**src/rtl/mac_ve5_fp_int.sv**
```systemverilog
// mac_ve5_fp_int: value*weight + bias slice, compact-float mode or packed signed-integer modes.
// Latency: 2 cycles (S1 products/alignment, S2 bias add + normalize); one beat accepted per cycle.
// Backpressure: none, never stalls. Define MAC_VE5_SAT_EN for a saturating integer sum (default wraps).
module mac_ve5_fp_int #(
    parameter int VAL_EBIAS = 15,
    parameter int WGT_EBIAS = 7
) (
    input  logic        clk,
    input  logic        rst_n,
    input  logic        in_valid,
    input  logic [3:0]  mode,
    input  logic [15:0] value,
    input  logic [15:0] weight,
    input  logic [23:0] ints,
    input  logic [17:0] fps,
    output logic        out_valid,
    output logic [23:0] intr,
    output logic [17:0] fpr
);

    localparam logic [3:0] MODE_FP    = 4'd0;
    localparam logic [3:0] MODE_INT_S = 4'd1;
    localparam logic [3:0] MODE_INT_M = 4'd2;
    localparam logic [3:0] MODE_INT_L = 4'd3;

    // Exact fixed-point accumulator. LSB weight is the smallest possible product LSB,
    // 2^(2-VAL_EBIAS-WGT_EBIAS-22); 72 bits covers the largest product plus a sign bit.
    localparam int ACC_W       = 72;
    localparam int LSB_EXP     = 2 - VAL_EBIAS - WGT_EBIAS - 22;
    localparam int E_OFF       = LSB_EXP + VAL_EBIAS;
    localparam int BIAS_SH_OFF = WGT_EBIAS + 7;

    typedef struct packed {
        logic             vld;
        logic [3:0]       mode;
        logic [ACC_W-1:0] fp_prod;
        logic [ACC_W-1:0] fp_bias;
        logic [24:0]      int_prod;
        logic [23:0]      int_bias;
    } s1_t;

    s1_t s1_d, s1_q;

    // ---------------- S1: float decode, product, alignment ----------------
    logic [4:0]       val_e;
    logic [3:0]       wgt_e;
    logic             wgt_s;
    logic [11:0]      val_m;
    logic [11:0]      wgt_m;
    logic [4:0]       bias_e;
    logic [13:0]      bias_m;
    logic [23:0]      mant_p;
    logic [5:0]       prod_sh;
    logic [5:0]       bias_sh;
    logic [ACC_W-1:0] prod_mag;

    assign val_e    = value[15:11];
    assign val_m    = {1'b1, value[10:0]};
    assign wgt_s    = weight[15];
    assign wgt_e    = weight[14:11];
    assign wgt_m    = {1'b1, weight[10:0]};
    assign bias_e   = fps[17:13];
    assign bias_m   = {1'b1, fps[12:0]};
    assign mant_p   = 24'(val_m) * 24'(wgt_m);
    assign prod_sh  = 6'(val_e) + 6'(wgt_e) - 6'd2;
    assign bias_sh  = 6'(bias_e) + 6'(BIAS_SH_OFF);
    assign prod_mag = ACC_W'(mant_p) << prod_sh;

    // ---------------- S1: packed signed integer lanes ----------------
    logic signed [3:0]  va4 [4];
    logic signed [3:0]  wa4 [4];
    logic signed [7:0]  p4  [4];
    logic signed [7:0]  va8 [2];
    logic signed [7:0]  wa8 [2];
    logic signed [15:0] p8  [2];
    logic signed [11:0] va12;
    logic signed [11:0] wa12;
    logic signed [23:0] p12;

    always_comb begin
        for (int k = 0; k < 4; k++) begin
            va4[k] = value[4*k +: 4];
            wa4[k] = weight[4*k +: 4];
            p4[k]  = 8'(va4[k]) * 8'(wa4[k]);
        end
        for (int k = 0; k < 2; k++) begin
            va8[k] = value[8*k +: 8];
            wa8[k] = weight[8*k +: 8];
            p8[k]  = 16'(va8[k]) * 16'(wa8[k]);
        end
        va12 = value[11:0];
        wa12 = weight[11:0];
        p12  = 24'(va12) * 24'(wa12);
    end

    always_comb begin
        s1_d      = '0;
        s1_d.vld  = in_valid;
        s1_d.mode = mode;
        case (mode)
            MODE_FP: begin
                // Zero exponent field encodes an exact zero operand.
                if (val_e != 5'd0 && wgt_e != 4'd0)
                    s1_d.fp_prod = wgt_s ? (~prod_mag + 1'b1) : prod_mag;
                if (bias_e != 5'd0)
                    s1_d.fp_bias = ACC_W'(bias_m) << bias_sh;
            end
            MODE_INT_S: begin
                s1_d.int_prod = 25'(p4[0]) + 25'(p4[1]) + 25'(p4[2]) + 25'(p4[3]);
                s1_d.int_bias = ints;
            end
            MODE_INT_M: begin
                s1_d.int_prod = 25'(p8[0]) + 25'(p8[1]);
                s1_d.int_bias = ints;
            end
            MODE_INT_L: begin
                s1_d.int_prod = 25'(p12);
                s1_d.int_bias = ints;
            end
            default: ;
        endcase
    end

    // ---------------- S2: bias add, normalize, integer clamp ----------------
    logic [ACC_W-1:0] fp_sum;
    logic [6:0]       lead;
    int               exp_i;
    logic [12:0]      frac;
    logic [17:0]      fpr_d;
    logic [25:0]      int_sum;
    logic             int_ovf;
    logic [23:0]      intr_d;
    logic             is_int;

    always_comb begin
        fp_sum = s1_q.fp_prod + s1_q.fp_bias;
        lead   = '0;
        for (int i = 0; i < ACC_W; i++)
            if (fp_sum[i]) lead = 7'(i);
        exp_i = int'(lead) + E_OFF;
        // Dropping bits below the 13 kept fraction bits truncates toward zero (sum is positive here).
        frac  = 13'(fp_sum >> (lead - 7'd13));
        fpr_d = '0;
        if (s1_q.mode == MODE_FP && !fp_sum[ACC_W-1] && fp_sum != '0) begin
            if (exp_i > 31)
                fpr_d = '1;
            else if (exp_i >= 1)
                fpr_d = {exp_i[4:0], frac};
        end
    end

    always_comb begin
        is_int  = (s1_q.mode == MODE_INT_S) || (s1_q.mode == MODE_INT_M) ||
                  (s1_q.mode == MODE_INT_L);
        int_sum = 26'($signed(s1_q.int_prod)) + 26'($signed(s1_q.int_bias));
        int_ovf = (int_sum[25:23] != 3'b000) && (int_sum[25:23] != 3'b111);
        intr_d  = '0;
        if (is_int) begin
`ifdef MAC_VE5_SAT_EN
            if (int_ovf)
                intr_d = int_sum[25] ? 24'h800000 : 24'h7FFFFF;
            else
                intr_d = int_sum[23:0];
`else
            intr_d = int_sum[23:0];
`endif
        end
    end

    always_ff @(posedge clk or negedge rst_n) begin
        if (!rst_n) begin
            s1_q      <= '0;
            out_valid <= 1'b0;
            intr      <= '0;
            fpr       <= '0;
        end else begin
            s1_q      <= s1_d;
            out_valid <= s1_q.vld;
            intr      <= intr_d;
            fpr       <= fpr_d;
        end
    end

endmodule

```
**config.mk**
```make
export PLATFORM = sky130hd
export DESIGN_NAME = mac_ve5_fp_int
export DESIGN_NICKNAME = d
export VERILOG_FILES = /design/src/rtl/mac_ve5_fp_int.sv
export SDC_FILE = /design/constraint.sdc
export NUM_CORES = 2
export LEC_CHECK = 0
export CAP_MARGIN = 25
export CELL_PAD_IN_SITES_DETAIL_PLACEMENT = 1
export CELL_PAD_IN_SITES_GLOBAL_PLACEMENT = 2
export CORE_MARGIN = 2
export CORE_UTILIZATION = 44
export CTS_BUF_LIST = sky130_fd_sc_hd__clkbuf_16
export DETAILED_ROUTE_END_ITERATION = 12
export PLACE_DENSITY_LB_ADDON = 0.1
export RECOVER_POWER = 25
export SETUP_SLACK_MARGIN = 0.4
export SLEW_MARGIN = 40
export SYNTH_ARGS = -nofsm -noshare
export SYNTH_HDL_FRONTEND = slang
export SYNTH_SLANG_ARGS = --single-unit
```
**constraint.sdc**
```tcl
create_clock -name clk -period 16 [get_ports clk]
set_clock_uncertainty 0.1 [all_clocks]
set_input_delay 2.4 -clock clk [delete_from_list [all_inputs] [get_ports clk]]
set_output_delay 2.4 -clock clk [all_outputs]
set_load 0.01 [all_outputs]
```
=== Yosys cells after proc, flatten, opt, wreduce, memory -nomap -nowiden ===
Index checks and enable logic that the tools add are counted.

* Flip-flop bits (word level): 240
* Input bits: 81
* Logic and storage cells: 133

* Add/subtract/negate cells: 12
* $mul: 8
* Magnitude comparators: 2
* Eq/ne operators: 6
* Shifts and indexed selects: 3
* Multiplexer cells: 80
* Bitwise operators: 1
* Reductions and logical operators: 12

{| class="wikitable"
|+ Operators with widths
! operator !! number
|-
| $mux 7 || 70
|-
| $mux 72 || 3
|-
| $mux 144 || 1
|-
| $pmux 48 s3 || 1
|-
| $add 72x1->72 const B || 1
|-
| $add 72x72->72 || 1
|-
| $not 72->72 || 1
|-
| $reduce_bool 72->1 || 1
|-
| $shl 14x6->72 || 1
|-
| $shl 24x6->72 || 1
|-
| $shr 72x7->13 || 1
|-
| $mux 18 || 3
|-
| $mul 12x12->24 || 2
|-
| $mul 4x4->8 || 4
|-
| $mul 8x8->16 || 2
|-
| $add 24x24->24 || 1
|-
| $mux 24 || 1
|-
| $add 16x16->17 || 1
|-
| $eq 4x2->1 const B || 4
|-
| $add 10x8->11 || 1
|-
| $add 9x8->10 || 1
|-
| $reduce_bool 5->1 || 2
|-
| $add 8x6->9 const B || 1
|-
| $add 8x8->9 || 1
|-
| 13 further kinds || 18
|}

=== Longest topological paths before layout ===
* Depth in word-level cells: 77
* Mapped depth: 32
* Mapped depth without buffers: 31

=== Worst setup path after synthesis ===
OpenSTA, ideal clock, no wires.

* Path kind: input to register
* Start point: input port value[7]
* End point: register s1_q[181] (netlist name)
* Arrival time: 10.216 ns
* Required time: 15.818 ns
* Slack: 5.602 ns
* Stages: 28
* Path through: clkbuf_1 and2_1 fa_1 inv_1 fa_1 fa_1 fa_1 inv_1 fa_1 ha_1 o21a_1 nor3_1 nor2_1 nand2_1 nor2_1 a21boi_2 or4_1 and3_4 or2_1 a32oi_1 and2_1 o221ai_1 or3_1 or4_4 or4_4 or2_4 or4_1 a31oi_1

{| class="wikitable"
|+ RTL lines
! item !! line !! RTL
|-
| start, declared || 12 || <nowiki>input logic [15:0] value,</nowiki>
|-
| end signal, assigned || 172 || <nowiki>s1_q <= '0;</nowiki>
|-
| end signal, assigned || 177 || <nowiki>s1_q <= s1_d;</nowiki>
|-
| end, declared || 42 || <nowiki>s1_t s1_d, s1_q;</nowiki>
|}

==> results_dict.tcl <==
set metrics [dict create \
    end_kind "flop" \
    synth.most_common_cell "inv_1" \
    ant_nets 0 \
    path_max_fanout 13 \
    ys_top_cells_by_count "inv_1, fa_1, nor2_1" \
    ys_seq_elements 240 \
    root_buffer "clkbuf_16" \
    yosysSeqAreaShare 0.148 \
    top_layer "met4" \
    timing.rr.start "s1_q[147]$_DFF_PN0_" \
    grt_max_degree 145 \
    dieHeight_microns 308 \
    timing.slew.headroom -2.40 \
    cts_buffers 27 \
    pin_count 124 \
    crit_path_start "weight[4]" \
    startpoint_type "input port" \
    required_ns 16.34 \
    worst_pin_slew_ns 5.11 \
    violations "max-capacitance violations, max-slew violations" \
    hp-class "flop to flop" \
    coreArea_sq_mm 0.0915 \
    syn_inst 4725 \
    met3_wirelength_mm 7.34 \
    clockBufferDepth 3 \
    drc 0 \
    cts_tree "yes" \
    timing.rr.end "fpr[2]$_DFF_PN0_" \
    syn2layout_area_growth_pct 8.04 \
    ys.flop_type "dfrtp_1" \
    met1_length_mm 66.9 \
    clkSinkCount 240 \
    post_cts_buffers 0 \
    crit_type "input port to flop" \
    grt_overflow_total 0 \
    max_freq_ghz 0.0852 \
    grt_pass1_vias 37200 \
    path_clk_slew_ns 0.06 \
    cp.buffers_inverters 6 \
    report.final.slew_viol_count 159 \
    holdPathStages 0 \
    async_flop_share 1.00 \
    worstHoldStart "s1_q[197]$_DFF_PN0_" \
    dieWidth_microns 308 \
    hold_viol 0 \
    grt_pass1_wl_mm 227 \
    dieArea_sq_mm 0.0947 \
    setup_viol 0 \
    tns_ns 0 \
    yosys_warnings 0 \
    drtIter0Drc 2475 \
    grt_use_total 0.309 \
    start_util 0.444 \
    leakage_nw 20.8 \
    syn_area_sq_mm 0.0406 \
    syn_area_per_cell_sq_um 8.59 \
    io_buffers 123 \
    ir_worst_vdd_v 0.000387 \
    synth_edf_count 0 \
    powerDensity_mw_per_mm2 213 \
    grt_setup_unrepaired "false" \
    rows 111 \
    viasPerCell 5.96 \
    cts_resized 0 \
    crit_family "adder cells" \
    hpwl_mm 123 \
    gp_congestion 0.932 \
    cp.arrival_ns 12.07 \
    ctsHoldBuffers 0 \
    hold_path_end "out_valid$_DFF_PN0_" \
    synth_area_leader_cell "fa_1" \
    r2r_slack_ns 7.43 \
    wirelength_mm 146 \
    maxCapViolCount 3 \
    design_area_sq_mm 0.0439 \
    wl_met2_mm 67.5 \
    slowest_stage "nor4bb_1" \
    power.total_mw 9.36 \
    htree_levels 1 \
    synth.distinct_cells 118 \
    drive_gt1_frac 0.0640 \
    dr_total_vias 35400 \
    antenna_found_initial 1 \
    status "finished with violations" \
    nNetsFinal 5536 \
    firstDrtPassIters 5 \
    fin_crit_ns 11.73 \
    synth.top_cell.area_share 0.214 \
    clk_latency_ns 0.59 \
    placed_area_sq_mm 0.0430 \
    synth.area.top_cells "fa_1, dfrtp_1, ha_1, inv_1, nor2_1" \
    reg2reg_depth 22 \
    period_share 0.733 \
    slowest_delay_ns 0.77 \
    routedWlPerCell_microns 24.6 \
]
-- layout by cell type (no fill, tap or decap), drive strengths merged, types with 14 or more instances in the layout --
| master | instances |
|---|---|
| nor2b | 25 |
| clkinv | 15 |
| a211o | 16 |
| o211ai | 39 |
| mux2 | 39 |
| o21a | 36 |
| ha | 293 |
| o31ai | 38 |
| inv | 640 |
| a22oi | 23 |
| o21bai | 44 |
| and2 | 169 |
| a21oi | 219 |
| mux2i | 107 |
| o22ai | 39 |
| xor2 | 82 |
| o2111ai | 14 |
| buf | 52 |
| and3 | 48 |
| clkdlybuf4s50 | 116 |
| mux4 | 48 |
| nand3 | 77 |
| o211a | 18 |
| a21boi | 19 |
| o21ai | 212 |
| nor4 | 21 |
| a31oi | 55 |
| nor3 | 107 |
| nand4 | 27 |
| fa | 434 |
| or3 | 33 |
| nor2 | 425 |
| a211oi | 62 |
| dfrtp | 240 |
| clkbuf | 29 |
| or2 | 35 |
| a21o | 81 |
| xnor2 | 153 |
| nand2 | 339 |
| nand2b | 39 |
-- sequential cells by signal, summed over array words and instances (netlist names) --
register and count:
s1_q 197, out_valid 1, intr 24, fpr 18
-- area by class of cell --
cell class              count  area, sq um
inverters                 638         2390
well taps                1186         1480
clock inverters            22          204
fillers                 10800        47600
multi-input cells        3648        31500
clock buffers              27          676
flip-flops and latches    240         6010
repair buffers            173         1600
diodes                      1         2.50
-- worst register-to-register path, stage by stage, from the launching register on --
cell and delay (ns):
dfrtp_1 0.40, ha_1 0.41, a21o_1 0.28, a2111oi_2 0.40, o21a_1 0.22, o21ai_0 0.26
o31ai_2 0.57, a211oi_2 0.25, o21a_1 0.29, o311ai_1 0.73, and2_1 0.55, o311a_1 0.53
o21ai_4 0.11, inv_2 0.11, buf_4 0.48, ha_1 0.54, nor4_4 0.12, mux2_2 0.75
mux2_1 0.41, mux2i_1 0.20, a21oi_1 0.14, a221oi_1 0.45, a211oi_1 0.13
-- report_power, final --
group | total (mW) | leakage (nW) | internal (mW) | switching (mW)
combinational | 8.08 | 17.1 | 3.03 | 5.05
sequential | 0.667 | 3.30 | 0.646 | 0.0215
clock | 0.620 | 0.429 | 0.345 | 0.275
-- metal layers --
metal  vias to the layer above  track usage
met5                         -            0
met4                         0       0.0846
li1                      16200            -
met1                     18100        0.438
met3                       192       0.0323
met2                       870        0.503
-- worst max-delay path by stage --
stage	depth (start not counted)	slack, ns	to
floorplan	28	5.60	s1_q[181]$_DFF_PN0_
global placement	28	4.05	s1_q[180]$_DFF_PN0_
detailed placement	28	3.79	s1_q[180]$_DFF_PN0_
CTS	28	4.38	s1_q[180]$_DFF_PN0_
global route	28	3.72	s1_q[180]$_DFF_PN0_
finish	28	4.27	s1_q[180]$_DFF_PN0_
-- cells by family after synthesis --
kind of cell	Yosys count	synth area share
compound gates	1088	0.186
fa+ha+maj	727	0.304
mux	194	0.0639
simple gates	1398	0.168
flops	240	0.148
buf+inv	842	0.0797
other cells	1	0.0000923
xor+xnor	235	0.0509
-- through the flow --
step / hold WS, ns / cells / worst slack [ns] / util
2_1_floorplan: 0.231 / 4730 / 5.60 / -
3_3_place_gp: 0.235 / 5884 / 4.05 / 0.470
3_5_place_dp: 0.237 / 5884 / 3.79 / 0.470
4_1_cts: 0.258 / 5933 / 4.38 / 0.479
5_1_grt: 0.270 / 5934 / 3.72 / 0.479
6_report: 0.252 / 5935 / 4.27 / 0.479
No activity file was read; power rests on OpenSTA's default activity.
